`src/rtl/rv_pkg.sv`:
```
// Shared types, widths and load formatting for the register-file writeback unit.
package rv_pkg;

  localparam int unsigned WORD_LEN   = 32;
  localparam int unsigned REG_ADDR_W = 5;
  localparam int unsigned NUM_REGS   = 1 << REG_ADDR_W;

  localparam logic [2:0] F3_LB  = 3'b000;
  localparam logic [2:0] F3_LH  = 3'b001;
  localparam logic [2:0] F3_LW  = 3'b010;
  localparam logic [2:0] F3_LBU = 3'b100;
  localparam logic [2:0] F3_LHU = 3'b101;

  typedef enum logic [1:0] {
    IDLE,
    HEAD,
    WAIT_LOAD
  } wb_state_e;

  typedef struct packed {
    logic                  is_load;
    logic [REG_ADDR_W-1:0] rd;
    logic [WORD_LEN-1:0]   data;
    logic [2:0]            funct3;
    logic [1:0]            addr_lo;
  } wb_entry_t;

  typedef struct packed {
    logic [WORD_LEN-1:0] data;
    logic                err;
  } ld_fmt_t;

  // Lane select plus sign/zero extension; misaligned or unknown codes flag err.
  function automatic ld_fmt_t format_load(input logic [WORD_LEN-1:0] raw,
                                          input logic [2:0]          funct3,
                                          input logic [1:0]          addr_lo);
    logic [7:0]  b;
    logic [15:0] h;
    ld_fmt_t     res;
    b        = 8'(raw >> {addr_lo, 3'b000});
    h        = 16'(raw >> {addr_lo[1], 4'b0000});
    res.data = '0;
    res.err  = 1'b0;
    case (funct3)
      F3_LB:  res.data = {{(WORD_LEN-8){b[7]}}, b};
      F3_LH: begin
        res.data = {{(WORD_LEN-16){h[15]}}, h};
        res.err  = addr_lo[0];
      end
      F3_LW: begin
        res.data = raw;
        res.err  = (addr_lo != 2'b00);
      end
      F3_LBU: res.data = {{(WORD_LEN-8){1'b0}}, b};
      F3_LHU: begin
        res.data = {{(WORD_LEN-16){1'b0}}, h};
        res.err  = addr_lo[0];
      end
      default: res.err = 1'b1;
    endcase
    return res;
  endfunction

endpackage

```
`src/rtl/rf_writeback_unit_if.sv`:
```
// MEM-stage input, data-memory response and register-file write port bundle.
interface rf_writeback_unit_if;
  import rv_pkg::*;

  logic                  in_valid;
  logic                  in_ready;
  logic                  in_is_load;
  logic [REG_ADDR_W-1:0] in_rd;
  logic [WORD_LEN-1:0]   in_data;
  logic [2:0]            in_funct3;
  logic [1:0]            in_addr_lo;
  logic                  mem_rsp_valid;
  logic [WORD_LEN-1:0]   mem_rsp_data;
  logic                  regWrite;
  logic [REG_ADDR_W-1:0] writeRegister;
  logic [WORD_LEN-1:0]   writeData;
  logic [NUM_REGS-1:0]   busy_mask;
  logic                  err;

  modport master (
    output in_valid, in_is_load, in_rd, in_data, in_funct3, in_addr_lo,
    output mem_rsp_valid, mem_rsp_data,
    input  in_ready, regWrite, writeRegister, writeData, busy_mask, err
  );

  modport slave (
    input  in_valid, in_is_load, in_rd, in_data, in_funct3, in_addr_lo,
    input  mem_rsp_valid, mem_rsp_data,
    output in_ready, regWrite, writeRegister, writeData, busy_mask, err
  );

endinterface

```
`src/rtl/rf_wb_fifo.sv`:
```
// Generic synchronous FIFO exposing its storage and per-slot valid bits.
module rf_wb_fifo #(
  parameter int unsigned Width = 8,
  parameter int unsigned Depth = 4
) (
  input  logic                        clk,
  input  logic                        rst,
  input  logic                        push_i,
  input  logic [Width-1:0]            push_data_i,
  input  logic                        pop_i,
  output logic [Width-1:0]            head_o,
  output logic [$clog2(Depth):0]      count_o,
  output logic [Depth-1:0][Width-1:0] mem_o,
  output logic [Depth-1:0]            valid_o
);

  localparam int unsigned AW = $clog2(Depth);
  localparam int unsigned CW = AW + 1;

  logic [Depth-1:0][Width-1:0] mem_q, mem_d;
  logic [Depth-1:0]            valid_q, valid_d;
  logic [AW-1:0]               wr_ptr_q, wr_ptr_d;
  logic [AW-1:0]               rd_ptr_q, rd_ptr_d;
  logic [CW-1:0]               count_q, count_d;

  // Caller guarantees no push when full and no pop when empty.
  always_comb begin
    mem_d    = mem_q;
    valid_d  = valid_q;
    wr_ptr_d = wr_ptr_q;
    rd_ptr_d = rd_ptr_q;
    count_d  = count_q + CW'(push_i) - CW'(pop_i);
    if (pop_i) begin
      valid_d[rd_ptr_q] = 1'b0;
      rd_ptr_d          = rd_ptr_q + AW'(1);
    end
    if (push_i) begin
      mem_d[wr_ptr_q]   = push_data_i;
      valid_d[wr_ptr_q] = 1'b1;
      wr_ptr_d          = wr_ptr_q + AW'(1);
    end
  end

  always_ff @(posedge clk) begin
    if (rst) begin
      mem_q    <= '0;
      valid_q  <= '0;
      wr_ptr_q <= '0;
      rd_ptr_q <= '0;
      count_q  <= '0;
    end else begin
      mem_q    <= mem_d;
      valid_q  <= valid_d;
      wr_ptr_q <= wr_ptr_d;
      rd_ptr_q <= rd_ptr_d;
      count_q  <= count_d;
    end
  end

  assign head_o  = mem_q[rd_ptr_q];
  assign count_o = count_q;
  assign mem_o   = mem_q;
  assign valid_o = valid_q;

endmodule

```
`src/rtl/rf_writeback_unit.sv`:
```
// In-order writeback: queues MEM-stage results, waits on load responses and
// drives one-cycle register-file write pulses plus a pending-write mask.
module rf_writeback_unit
  import rv_pkg::*;
#(
  parameter int unsigned Depth = 4
) (
  input  logic                clk,
  input  logic                rst,
  rf_writeback_unit_if.slave  bus
);

  localparam int unsigned CW = $clog2(Depth) + 1;
  localparam int unsigned EW = $bits(wb_entry_t);

  wb_state_e             state_q, state_d;
  logic                  wr_en_q, wr_en_d;
  logic [REG_ADDR_W-1:0] wr_reg_q, wr_reg_d;
  logic [WORD_LEN-1:0]   wr_data_q, wr_data_d;
  logic                  err_q, err_d;
  logic                  rsp_drop_q, rsp_drop_d;

  logic                  push;
  logic                  pop;
  logic                  rsp_expected;
  logic [CW-1:0]         count;
  wb_entry_t             head;
  wb_entry_t             new_entry;
  wb_entry_t [Depth-1:0] slots;
  logic [Depth-1:0]      slot_valid;
  ld_fmt_t               fmt;
  logic [WORD_LEN-1:0]   ret_data;
  logic [NUM_REGS-1:0]   busy;

  assign bus.in_ready = (count < CW'(Depth));
  assign push         = bus.in_valid && bus.in_ready;

  always_comb begin
    new_entry.is_load = bus.in_is_load;
    new_entry.rd      = bus.in_rd;
    new_entry.data    = bus.in_data;
    new_entry.funct3  = bus.in_funct3;
    new_entry.addr_lo = bus.in_addr_lo;
  end

  rf_wb_fifo #(
    .Width (EW),
    .Depth (Depth)
  ) u_fifo (
    .clk         (clk),
    .rst         (rst),
    .push_i      (push),
    .push_data_i (new_entry),
    .pop_i       (pop),
    .head_o      (head),
    .count_o     (count),
    .mem_o       (slots),
    .valid_o     (slot_valid)
  );

  assign fmt          = format_load(bus.mem_rsp_data, head.funct3, head.addr_lo);
  assign rsp_expected = (state_q != IDLE) && head.is_load;

  // Next state and write-port values; the head entry retires on pop.
  always_comb begin
    state_d    = state_q;
    pop        = 1'b0;
    wr_en_d    = 1'b0;
    wr_reg_d   = wr_reg_q;
    wr_data_d  = wr_data_q;
    err_d      = err_q;
    rsp_drop_d = 1'b0;
    ret_data   = head.data;

    case (state_q)
      IDLE: begin
        if (push) state_d = HEAD;
      end
      HEAD: begin
        if (!head.is_load) begin
          pop = 1'b1;
        end else if (bus.mem_rsp_valid) begin
          pop      = 1'b1;
          ret_data = fmt.data;
          err_d    = err_q | fmt.err;
        end else begin
          state_d = WAIT_LOAD;
        end
      end
      WAIT_LOAD: begin
        if (bus.mem_rsp_valid) begin
          pop      = 1'b1;
          ret_data = fmt.data;
          err_d    = err_q | fmt.err;
        end
      end
      default: state_d = IDLE;
    endcase

    // A response right after reset belongs to a discarded load.
    if (bus.mem_rsp_valid && !rsp_expected && !rsp_drop_q) err_d = 1'b1;

    if (pop) begin
      state_d = ((count > CW'(1)) || push) ? HEAD : IDLE;
      if (head.rd != '0) begin
        wr_en_d   = 1'b1;
        wr_reg_d  = head.rd;
        wr_data_d = ret_data;
      end
    end
  end

  always_ff @(posedge clk) begin
    if (rst) begin
      state_q    <= IDLE;
      wr_en_q    <= 1'b0;
      wr_reg_q   <= '0;
      wr_data_q  <= '0;
      err_q      <= 1'b0;
      rsp_drop_q <= 1'b1;
    end else begin
      state_q    <= state_d;
      wr_en_q    <= wr_en_d;
      wr_reg_q   <= wr_reg_d;
      wr_data_q  <= wr_data_d;
      err_q      <= err_d;
      rsp_drop_q <= rsp_drop_d;
    end
  end

  // Pending destinations of everything still queued; x0 never reads as busy.
  always_comb begin
    busy = '0;
    for (int unsigned i = 0; i < Depth; i++) begin
      if (slot_valid[i]) busy[slots[i].rd] = 1'b1;
    end
    busy[0] = 1'b0;
  end

  assign bus.regWrite      = wr_en_q;
  assign bus.writeRegister = wr_reg_q;
  assign bus.writeData     = wr_data_q;
  assign bus.busy_mask     = busy;
  assign bus.err           = err_q;

endmodule

```
`src/flat_wrapper.sv`:
```
// flat-port wrapper written by rule: the top's interface ports become plain ports
module rf_writeback_unit_flat import rv_pkg::*;
#(
  parameter int unsigned Depth = 4
)
  (clk, rst, bus_in_valid, bus_in_is_load, bus_in_rd, bus_in_data, bus_in_funct3, bus_in_addr_lo, bus_mem_rsp_valid, bus_mem_rsp_data, bus_in_ready, bus_regWrite, bus_writeRegister, bus_writeData, bus_busy_mask, bus_err);
  rf_writeback_unit_if bus_i ();
  input  logic clk;
  input  logic rst;
  input wire logic [$bits(bus_i.in_valid)-1:0] bus_in_valid;
  input wire logic [$bits(bus_i.in_is_load)-1:0] bus_in_is_load;
  input wire logic [$bits(bus_i.in_rd)-1:0] bus_in_rd;
  input wire logic [$bits(bus_i.in_data)-1:0] bus_in_data;
  input wire logic [$bits(bus_i.in_funct3)-1:0] bus_in_funct3;
  input wire logic [$bits(bus_i.in_addr_lo)-1:0] bus_in_addr_lo;
  input wire logic [$bits(bus_i.mem_rsp_valid)-1:0] bus_mem_rsp_valid;
  input wire logic [$bits(bus_i.mem_rsp_data)-1:0] bus_mem_rsp_data;
  output wire logic [$bits(bus_i.in_ready)-1:0] bus_in_ready;
  output wire logic [$bits(bus_i.regWrite)-1:0] bus_regWrite;
  output wire logic [$bits(bus_i.writeRegister)-1:0] bus_writeRegister;
  output wire logic [$bits(bus_i.writeData)-1:0] bus_writeData;
  output wire logic [$bits(bus_i.busy_mask)-1:0] bus_busy_mask;
  output wire logic [$bits(bus_i.err)-1:0] bus_err;
  assign bus_i.in_valid = bus_in_valid;
  assign bus_i.in_is_load = bus_in_is_load;
  assign bus_i.in_rd = bus_in_rd;
  assign bus_i.in_data = bus_in_data;
  assign bus_i.in_funct3 = bus_in_funct3;
  assign bus_i.in_addr_lo = bus_in_addr_lo;
  assign bus_i.mem_rsp_valid = bus_mem_rsp_valid;
  assign bus_i.mem_rsp_data = bus_mem_rsp_data;
  assign bus_in_ready = bus_i.in_ready;
  assign bus_regWrite = bus_i.regWrite;
  assign bus_writeRegister = bus_i.writeRegister;
  assign bus_writeData = bus_i.writeData;
  assign bus_busy_mask = bus_i.busy_mask;
  assign bus_err = bus_i.err;
  rf_writeback_unit #(.Depth(Depth)) u_core (.clk(clk), .rst(rst), .bus(bus_i));
endmodule
```
`config.mk`:
```
export PLATFORM = sky130hd
export DESIGN_NAME = rf_writeback_unit_flat
export DESIGN_NICKNAME = d
export VERILOG_FILES = /design/src/rtl/rv_pkg.sv /design/src/rtl/rf_writeback_unit_if.sv /design/src/rtl/rf_wb_fifo.sv /design/src/rtl/rf_writeback_unit.sv /design/src/flat_wrapper.sv
export SDC_FILE = /design/constraint.sdc
export NUM_CORES = 1
export LEC_CHECK = 0
export CAP_MARGIN = 20
export CORE_ASPECT_RATIO = 1.25
export CORE_MARGIN = 2
export CORE_UTILIZATION = 30
export CTS_CLUSTER_DIAMETER = 120
export CTS_CLUSTER_SIZE = 25
export DETAILED_ROUTE_END_ITERATION = 7
export GPL_TIMING_DRIVEN = 1
export PLACE_DENSITY = 0.52
export SYNTH_ARGS = -nofsm -noshare
export SYNTH_HDL_FRONTEND = slang
export SYNTH_SLANG_ARGS = --single-unit
```
`constraint.sdc`:
```
create_clock -name clk -period 7.55 [get_ports clk]
set_input_delay 1.1325 -clock clk [delete_from_list [all_inputs] [get_ports clk]]
set_output_delay 1.1325 -clock clk [all_outputs]
set_load 0.1 [all_outputs]
```
Word level (Yosys, flattened, before mapping)
Index checks and enable logic that the tools add are counted.
{"block": "word_totals", "inputBits": 79, "n_memories": 0, "mem_bits_ro": 0, "out_inout_bits": 72, "wordCells": 121, "ramBits": 0, "latch_bits": 0, "ff_bits": 225}
{"block": "classes", "n_bitwise": 8, "n_div": 0, "shift": 2, "multipliers": 0, "eq_ne": 11, "n_reduce_logical": 25, "n_addsub": 4, "muxes": 43, "magnitude_cmp": 14}
{"op": "32-bit two-way mux", "count": 6}
{"op": "172-bit bitwise mux", "count": 1}
{"op": "32-bit one-hot mux with 5 select lines", "count": 1}
{"op": "32-bit OR", "count": 3}
{"op": "43-bit binary-select mux with 2-bit select", "count": 1}
{"op": "43-bit demux with 2-bit select", "count": 1}
{"op": "43-bit two-way mux", "count": 2}
{"op": "32-bit one-hot mux with 2 select lines", "count": 1}
{"op": "32-bit by 5-bit right shift with 16-bit output", "count": 1}
{"op": "32-bit by 5-bit right shift with 8-bit output", "count": 1}
{"op": "5-bit by 6-bit < comparator with 1-bit output (second input constant)", "count": 4}
{"op": "1-bit demux with 5-bit select", "count": 4}
{"op": "5-bit by 1-bit greater-or-equal comparator with 1-bit output (second input constant)", "count": 4}
{"op": "1-bit two-way mux", "count": 14}
{"op": "1-bit logical AND", "count": 10}
{"op": "2-bit two-way mux", "count": 4}
{"op": "4-bit two-way mux", "count": 2}
{"op": "3-bit == test (second input constant)", "count": 2}
{"op": "2-bit by 3-bit < comparator with 1-bit output (second input constant)", "count": 2}
{"op": "3-bit by 2-bit inequality test with 1-bit output (second input constant)", "count": 2}
{"op": "2-bit one-hot mux with 3 select lines", "count": 1}
{"op": "2-bit OR reduction", "count": 3}
{"op": "5-bit nonzero test", "count": 1}
{"op": "2-bit by 1-bit adder with 2-bit output (second input constant)", "count": 2}
{"op": "other kinds (28)", "count": 34}

Logic depth before layout (Yosys ltp)
Gate-level depths: netlist of run 1.
{"block": "logic_depth", "ltp_word": 11, "depth_mapped": 14}

Modules after synthesis
From an unflattened synthesis of run 1, not the netlist that was laid out.
{"block": "unflattened", "hier_cells": 1461, "hier_area_um2": 13122.6}
{"module": "rf_wb_fifo", "area_per_inst_um2": 9088.7, "instances": 1, "seq_area_each_um2": 3663.5, "cells_each": 895}
{"module": "rf_writeback_unit", "area_per_inst_um2": 4033.9, "instances": 1, "seq_area_each_um2": 840.8, "cells_each": 566}

Worst setup path after synthesis of run 1
OpenSTA, ideal clock, no wires.
{"block": "synth_path", "path_kind": "register to output", "start": "reg u_core.u_fifo.mem_q, in the netlist u_core.u_fifo.mem_o[169]", "end": "out bus_busy_mask[8]", "path_buffers": 1, "t_arrival_ns": 2.603, "stages_incl_launch_ff": 4, "setup_slack_ns": 3.814, "path_cell_list": "dfxtp_1 clkbuf_1 or3b_2 o221ai_1"}
{"block": "synth_via", "elab_chain_cells": 6}
{"item": "start: declaration", "line": "rf_wb_fifo.sv:20", "rtl": "logic [Depth-1:0][Width-1:0] mem_q, mem_d;"}
{"item": "start signal: assignment", "line": "rf_wb_fifo.sv:52", "rtl": "mem_q <= mem_d;"}
{"item": "5-bit by 6-bit < comparator with 1-bit output (implied by the code) / 5-bit by 1-bit greater-or-equal comparator with 1-bit output (equally long branches)", "line": "rf_writeback_unit.sv:135", "rtl": "if (slot_valid[i]) busy[slots[i].rd] = 1'b1;"}
{"item": "1-bit logical AND (implied by the code)", "line": "rf_writeback_unit.sv:135"}
{"item": "1-bit two-way mux (implied by the code)", "line": "rf_writeback_unit.sv:135"}
{"item": "1-bit demux with 5-bit select (*)"}
{"item": "32-bit OR (no line) (*)"}
{"item": "32-bit two-way mux (*)", "line": "rf_writeback_unit.sv:135"}
{"item": "end: declaration", "line": "flat_wrapper.sv:22", "rtl": "output wire logic [$bits(bus_i.busy_mask)-1:0] bus_busy_mask;"}
Every way passes the cells marked *; elsewhere a longest branch is shown, timed or not.

Worst setup path in the final report of run 1
{"block": "layout_path", "start": "reg u_core.u_fifo.valid_q[0] (netlist: u_core.u_fifo.valid_o[0])", "end": "out bus_busy_mask[8]"}
{"block": "layout_via", "elab_chain_cells": 7}
{"item": "start: declaration", "line": "rf_wb_fifo.sv:21", "rtl": "logic [Depth-1:0] valid_q, valid_d;"}
{"item": "start signal: assignment", "line": "rf_wb_fifo.sv:53", "rtl": "valid_q <= valid_d;"}
{"item": "32-bit two-way mux (*)", "line": "rf_writeback_unit.sv:135"}
{"item": "32-bit OR (no line)"}
{"item": "32-bit two-way mux (*)", "line": "rf_writeback_unit.sv:135"}
{"item": "32-bit OR (no line)"}
{"item": "32-bit two-way mux (*)", "line": "rf_writeback_unit.sv:135"}
{"item": "32-bit OR (no line)"}
{"item": "32-bit two-way mux (*)", "line": "rf_writeback_unit.sv:135"}
Marked as above.

==> results.rst, run 1 <==
.. list-table::
   :header-rows: 1

   * - Metric
     - Value
   * - Result of the run
     - completed
   * - Post-synthesis async set-or-reset flop share
     - 0%
   * - Vias after detailed routing
     - around 11000
   * - Vertical die dimension
     - ~220 µm
   * - Power density over the cells
     - 244 nW/µm²
   * - Number of synthesis warnings
     - 0
   * - Number of detailed-route iterations in the first pass
     - 6
   * - Area overhead of the layout relative to synthesis
     - 17.5%
   * - Worst slew pin tran
     - 1.10 ns
   * - Top delay family on crit path
     - buffers and inverters
   * - Gp weighted congestion
     - 0.909
   * - First-pass GRT wire length
     - ~62000 µm
   * - Final max-slew violation count
     - 0
   * - Routed vias/inst
     - 5.39
   * - Worst hold path class
     - flip-flop to flip-flop
   * - Clock insertion delay at the later pin of the skew report
     - 0.50 ns
   * - Starting density of the core
     - 30.5%
   * - Critical-path top delay cell
     - sky130_fd_sc_hd__clkdlybuf4s50_1
   * - Combined buffer and inverter count along the critical path
     - 1
   * - Number of core rows
     - 80
   * - Overall routed net length
     - 41200 µm
   * - Flip-flop and latch count after synthesis
     - 225
   * - Post-layout worst setup margin
     - 3.29 ns
   * - Final antenna-violating net count
     - 0
   * - Total negative slack
     - 0 ns
   * - Cells after Synth
     - about 1500
   * - Part of the Yosys area used for sequential elements
     - 38.5%
   * - Core area
     - approximately 38000 µm²
   * - Synth cell count leaders
     - sky130_fd_sc_hd__nand2_1 (435), sky130_fd_sc_hd__a21oi_1 (232), sky130_fd_sc_hd__dfxtp_1 (225)
   * - Max-cap violations
     - 0
   * - Max Clock Freq
     - 235 MHz
   * - Horizontal die dimension
     - 181 µm
   * - CTS root buf
     - sky130_fd_sc_hd__clkbuf_16
   * - Clock tree sinks
     - between 200 and 250
   * - # diodes
     - 0
   * - Worst setup SP type
     - flip-flop
   * - Clock buffers created by TritonCTS
     - 12
   * - Dpl cell area
     - 13400 µm²
   * - Detailed-route wire length per cell
     - 20.4 µm
   * - Top fanout value on the critical path
     - 7
   * - Netlist cell types
     - 57
   * - Area of combinational cells with multiple inputs
     - about 6600 µm²
   * - Synth Area per Inst
     - 7.96 µm²
   * - Detailed-placement wirelength estimate
     - 27000 µm
   * - Storage cell area
     - about 4500 µm²
   * - H-tree Lvls
     - 1
   * - Share of the clock period used by the worst path
     - a little under three fifths
   * - Share of post-route cells with drive strength above 1
     - 7.22%
   * - Final net count
     - 1619
   * - Worst vdd ir
     - 161 µV
   * - Final number of setup-violating endpoints
     - 0
   * - Initial antenna violation count
     - 0
   * - Number of gates given a new drive strength after cts
     - 0
   * - Area share of the largest cell type after synthesis
     - 38.5%
   * - Clock edge transition at the registers on the reported setup and hold paths
     - 0.10 ns
   * - Setup repair after global routing missed its margin
     - no
   * - Primary flip-flop cell chosen by synthesis mapping
     - sky130_fd_sc_hd__dfxtp_1
   * - Layout fillers
     - 4006
   * - Data required time of the worst path
     - ~6.4 ns
   * - Final cell area excluding filler cells
     - between 10000 and 15000 µm²
   * - Initial DRC Count
     - between 900 and 1000
   * - Total count of hold-check failures in the final report
     - 0
   * - Max-Slew Margin vs Limit
     - 26.8%
   * - Deepest clock path buffer count
     - 3
   * - Net count of the mapped netlist
     - 1566
   * - Cell Area, Synth
     - 11700 µm²
   * - IO Count
     - 151
   * - Port Buffer Count
     - roughly 150
   * - Static power due to leakage
     - 4.37 nW
   * - Final critical path time including I/O delays and setup
     - ~4.3 ns
   * - Most repeated cell in the gate-level netlist after synthesis
     - sky130_fd_sc_hd__nand2_1
   * - CTS tree
     - done
   * - CP cell instances
     - nor3b_1 > a22oi_1 > o221ai_1 > clkdlybuf4s50_1
   * - Overflow left after global routing
     - 0
   * - Die Footprint
     - between 40000 and 50000 µm²
   * - Count of hold buffers inserted by post-cts repair
     - 0
   * - Stage delay of the slowest cell on the critical path
     - 1.16 ns
   * - Max Clock Skew
     - 0.0224 ns
   * - Synth area leader
     - sky130_fd_sc_hd__dfxtp_1
   * - Via count of the first global-routing pass
     - 10276
   * - Crit end category
     - output port
   * - DRC
     - 0
   * - Maximum number of pins on one net before global-route repair
     - 118
   * - Global-route usage over all layers
     - 19.6%
   * - Number of synthesized flops with an enable pin
     - 0
   * - Pre-CTS setup slack
     - 3.73 ns
   * - Type of the worst setup path
     - flip-flop to output port
   * - Synth top area cells
     - sky130_fd_sc_hd__dfxtp_1 (38%), sky130_fd_sc_hd__nand2_1 (14%), sky130_fd_sc_hd__a21oi_1 (9.9%), sky130_fd_sc_hd__mux4_2 (8.5%), sky130_fd_sc_hd__clkbuf_1 (3.3%)
   * - Arrival time worst endpoint
     - 3.13 ns
   * - Post CTS Setup Buffer Count
     - 0
[cells by family (layout without fill, tap and decap cells)]
family | after synthesis | count (layout) | share of synthesized area, %
other | 1 | 1 | 0.0320
xor gates and xnor gates | 2 | 2 | 0.150
DFF | 225 | 225 | 38.5
and+or+nand+nor | 612 | 612 | 21.9
adders and majority gates | 16 | 16 | 1.77
muxes | 60 | 60 | 9.87
AOI/OAI and AO/OA | 409 | 409 | 22.5
buffers and inverters | 146 | 198 | 5.22
[layout make-up]
| class | instances | share of cell area [%] |
|---|---|---|
| clock buffers | 13 | 2.37 |
| inverters | 18 | 0.491 |
| multi-input cells | 1100 | 47.9 |
| flip-flops and latches | 225 | 32.8 |
| well taps | 492 | 4.48 |
| repair buffers | 167 | 12.0 |
[metal layers]
| layer | GRT usage, % | vias to the layer above | share of wire [%] |
|---|---|---|---|
| met2 | 36.8 | 331 | 53 |
| met1 | 23.7 | 5258 | 40 |
| li1 | - | 5223 | - |
| met3 | 1.51 | 54 | 4.2 |
| met5 | 0 | - | 0 |
| met4 | 5.54 | 0 | 2.4 |
[path summary, 6_finish.rpt]
kind / from / end / slack (ns) / depth (start not counted)
min reg2reg: u_core.u_fifo.mem_o[103] / u_core.u_fifo.mem_o[103] / 0.46 / 2
max: u_core.u_fifo.valid_o[0] / bus_busy_mask[8] / 3.29 / 4
min: u_core.u_fifo.mem_o[103] / u_core.u_fifo.mem_o[103] / 0.46 / 2
max reg2reg: u_core.u_fifo.rd_ptr_q[0] / u_core.u_fifo.count_o[1] / 3.87 / 9
[through the flow]
stage / utilization, % / power (W) / std cells / hold WS, ns
after CTS: 35.8 / 0.00339 / 2014 / 0.457
after detailed placement: 35.0 / 0.00268 / 2001 / 0.443
after global routing: 35.9 / 0.00356 / 2015 / 0.471
final: 35.9 / 0.00336 / 2015 / 0.455
after global placement: 35.0 / 0.00267 / 2001 / 0.439
after floorplan: - / 0.00231 / 1471 / 0.433
[tightest hold or removal path, stage by stage, from the launching register on]
cell	delay, ns
sky130_fd_sc_hd__dfxtp_1	0.32
sky130_fd_sc_hd__nand2_1	0.05
sky130_fd_sc_hd__a21oi_1	0.05
[cell usage in the layout, fill, tap and decap left out, types with 13 or more instances in the layout]
cell type / n
sky130_fd_sc_hd__o21ai_0: 22
sky130_fd_sc_hd__ha_1: 15
sky130_fd_sc_hd__a22oi_1: 18
sky130_fd_sc_hd__nand2_1: 435
sky130_fd_sc_hd__a221oi_2: 15
sky130_fd_sc_hd__dfxtp_1: 223
sky130_fd_sc_hd__inv_1: 18
sky130_fd_sc_hd__clkdlybuf4s50_1: 148
sky130_fd_sc_hd__buf_4: 17
sky130_fd_sc_hd__clkbuf_16: 13
sky130_fd_sc_hd__o211ai_1: 16
sky130_fd_sc_hd__o221ai_1: 34
sky130_fd_sc_hd__mux4_2: 44
sky130_fd_sc_hd__nor2_1: 85
sky130_fd_sc_hd__a21oi_1: 232
sky130_fd_sc_hd__mux2i_1: 13
sky130_fd_sc_hd__a21o_1: 21
[sequential cells by signal, indices dropped and copies added, names as in the netlist, 2 cells and up]
name,count
u_core.u_fifo.valid_o,4
u_core.u_fifo.mem_o,172
u_core.bus.writeRegister,5
u_core.u_fifo.count_o,3
u_core.state_q,2
u_core.bus.writeData,32
u_core.u_fifo.wr_ptr_q,2
u_core.u_fifo.rd_ptr_q,2
[where the power goes]
part / total (W) / switching [W] / internal (W)
Clock: 0.000707 / 0.000397 / 0.000310
Sequential: 0.00134 / 0.0000642 / 0.00128
Combinational: 0.00131 / 0.000874 / 0.000436
Power figures use the tool's default switching activity.
==> run 2: changes to the inputs <==
clock period = 4.5 ns   (was 7.55 ns; I/O delays follow)
==> run 2 against run 1 <==
First-iteration DRC count is 6.5% higher; die area is the same; sequential share of layout area hardly changed; design area about the same; hold slack better by 0.0024 ns; via count is 1.2% higher; sequential power increased by 70%; non-clock buffer count rose by 7; combinational power grew 67%.
==> results.rst, run 2 (same netlist as run 1, synthesis figures left out) <==
.. list-table::
   :header-rows: 1

   * - Metric
     - Value
   * - Type of the worst setup path
     - flip-flop to output port
   * - Clock insertion delay at the later pin of the skew report
     - 0.50 ns (about the same)
   * - Layout fillers
     - 4009 (+0.075%)
   * - H-tree Lvls
     - 1 (unchanged)
   * - Starting density of the core
     - 30.5% (unchanged)
   * - Cell count after placement
     - 2009 (+0.40%)
   * - Final number of setup-violating endpoints
     - 0 (unchanged)
   * - Worst reg2reg setup slack
     - 0.98 ns (-2.89 ns)
   * - Share of post-route cells with drive strength above 1
     - 8.10% (+0.88 points)
   * - Core area
     - 38300 µm² (unchanged)
   * - Utilization after layout
     - 35.9% (about the same)
   * - Result of the run
     - completed
   * - Initial antenna violation count
     - 0 (unchanged)
   * - Final antenna-violating net count
     - 0 (unchanged)
   * - Gp weighted congestion
     - 0.905 (-0.53%)
   * - Via count of the first global-routing pass
     - 10571 (+2.9%)
   * - Worst slew pin tran
     - 1.13 ns (+0.0353 ns)
   * - Crit end category
     - output port
   * - Area overhead of the layout relative to synthesis
     - 17.6% (about the same)
   * - Number of cell instances on the worst register-to-register path
     - 7 (-2)
   * - Share of the clock period used by the worst path
     - between 80 and 90%
   * - Static power due to leakage
     - 4.41 nW (+0.98%)
   * - Commonest non-fill, non-tap cells in the layout
     - sky130_fd_sc_hd__nand2_1 (435), sky130_fd_sc_hd__a21oi_1 (232), sky130_fd_sc_hd__dfxtp_1 (223)
   * - Final max-slew violation count
     - 0 (unchanged)
   * - Detailed-placement wirelength estimate
     - 27700 µm (+2.7%)
   * - Maximum number of pins on one net before global-route repair
     - 135 (+14%)
   * - Clock tree sinks
     - 225 (unchanged)
   * - Critical-path top delay cell
     - sky130_fd_sc_hd__clkdlybuf4s50_1
   * - Initial DRC Count
     - 993 (+6.5%)
   * - Clock edge transition at the registers on the reported setup and hold paths
     - 0.10 ns (about the same)
   * - Stage delay of the slowest cell on the critical path
     - 1.16 ns (about the same)
   * - Worst setup SP type
     - flip-flop
   * - Hold endpoint
     - u_core.u_fifo.mem_o[160]
   * - Combined buffer and inverter count along the critical path
     - 1 (unchanged)
   * - Vias after detailed routing
     - 10996 (+1.2%)
   * - Flip-flop count of the largest register after layout
     - 172 (unchanged)
   * - Area of combinational cells with multiple inputs
     - 6590 µm² (unchanged)
   * - Total power
     - 0.00565 W (+68%)
   * - Worst hold path class
     - flip-flop to flip-flop
   * - Final cell area excluding filler cells
     - 13800 µm² (about the same)
   * - Global-route usage over all layers
     - 19.9% (+0.31 points)
   * - Source of the worst hold timing path
     - u_core.u_fifo.mem_o[160]
   * - Top delay family on crit path
     - buffers and inverters
   * - Final critical path time including I/O delays and setup
     - between 3 and 4 ns
   * - Storage cell area
     - 4510 µm² (unchanged)
   * - Max-cap violations
     - 0 (unchanged)
   * - Port Buffer Count
     - 149 (unchanged)
   * - Number of gates given a new drive strength after cts
     - 0 (unchanged)
   * - Clock buffers created by TritonCTS
     - 12 (unchanged)
   * - Hold Path Stages
     - 2 (unchanged)
   * - Endpoint of the worst register-to-register path
     - u_core.bus.writeData[31]
   * - IO Count
     - 151 (unchanged)
   * - Power density over the cells
     - 411 nW/µm² (+68%)
   * - Final net count
     - 1626 (+0.43%)
   * - Max Clock Freq
     - 269 MHz
   * - Detailed-route wire length per cell
     - 20.6 µm (+0.86%)
   * - Total count of hold-check failures in the final report
     - 0 (unchanged)
   * - Number of core rows
     - 80 (unchanged)
   * - Horizontal die dimension
     - 181 µm (unchanged)
   * - Count of hold buffers inserted by post-cts repair
     - 0 (unchanged)
   * - Setup repair after global routing missed its margin
     - no
   * - Data required time of the worst path
     - 3.83 ns (-2.59 ns)
   * - Top fanout value on the critical path
     - 10 (+3)
   * - Post-route insts no fill
     - 2022 (+0.35%)
   * - Arrival time worst endpoint
     - 3.04 ns (-0.09 ns)
   * - Total negative slack
     - 0 ns (unchanged)
   * - Dpl cell area
     - 13400 µm² (+0.30%)
   * - DRC
     - 0 (unchanged)
   * - CTS root buf
     - sky130_fd_sc_hd__clkbuf_16
   * - CTS tree
     - done
   * - Most common cell after layout, fill and taps aside
     - sky130_fd_sc_hd__nand2_1
   * - Post CTS Setup Buffer Count
     - 0 (unchanged)
   * - Deepest clock path buffer count
     - 3 (unchanged)
   * - Overflow left after global routing
     - 0 (unchanged)
   * - Die Footprint
     - 40600 µm² (unchanged)
   * - Worst reg2reg startpoint
     - u_core.u_fifo.rd_ptr_q[0]
   * - Routed vias/inst
     - 5.44 (+0.85%)
   * - Vertical die dimension
     - 225 µm (unchanged)
   * - CP cell instances
     - or3b_2 > nor2_1 > a21oi_1 > o211ai_1 > clkdlybuf4s50_1
   * - Overall routed net length
     - 41600 µm (+1.2%)
   * - Worst vdd ir
     - 236 µV (+46%)
   * - Max Clock Skew
     - 0.0273 ns (+0.00488 ns)
   * - Number of detailed-route iterations in the first pass
     - 7 (+1)
   * - First-pass GRT wire length
     - 64100 µm (+2.6%)
   * - Max-Slew Margin vs Limit
     - 24.4% (-2.4 points)
   * - # diodes
     - 0 (unchanged)
[run 2: metal layers]
metal  global-route usage [%]  up-vias  wire length [µm]
li1                         -     5242                 -
met1                     24.0     5353             16900
met2                     36.8      329             21600
met3                     1.62       72              1700
met4                     7.10        0              1450
met5                        0        -                 0
[run 2: worst max path at each step]
stage                                    from                        to  cells past startpoint
floorplan            u_core.u_fifo.mem_o[169]          bus_busy_mask[8]                      3
global placement    u_core.u_fifo.rd_ptr_q[0]  u_core.bus.writeData[31]                      7
detailed placement  u_core.u_fifo.rd_ptr_q[0]  u_core.bus.writeData[31]                      7
CTS                  u_core.u_fifo.mem_o[170]         bus_busy_mask[19]                      5
global route         u_core.u_fifo.mem_o[170]         bus_busy_mask[19]                      5
finish               u_core.u_fifo.mem_o[169]         bus_busy_mask[10]                      5
[run 2: tightest hold or removal path, cell delays in order (launching register included)]
cell                      delay [ns]
sky130_fd_sc_hd__dfxtp_1        0.32
sky130_fd_sc_hd__nand2_1        0.05
sky130_fd_sc_hd__a21oi_1        0.05
[run 2: stage by stage]
step / setup WS, ns / hold slack (ns)
6_report: 0.788 / 0.458
5_1_grt: 0.668 / 0.475
4_1_cts: 0.787 / 0.458
3_5_place_dp: 0.988 / 0.443
3_3_place_gp: 0.964 / 0.439
2_1_floorplan: 1.22 / 0.433
[run 2: cell type report]
| type | count | share of cell area, % |
|---|---|---|
| Clock buffer | 13 | 2.36 |
| Inverter | 18 | 0.491 |
| Multi-Input combinational cell | 1100 | 47.9 |
| Sequential cell | 225 | 32.7 |
| Tap cell | 492 | 4.47 |
| Timing Repair Buffer | 174 | 12.1 |
[run 2: where the power goes]
group | leakage (nW) | switching, W | internal (W)
combinational | 2.43 | 0.00145 | 0.000743
clock | 0.160 | 0.000661 | 0.000520
sequential | 1.82 | 0.000131 | 0.00215
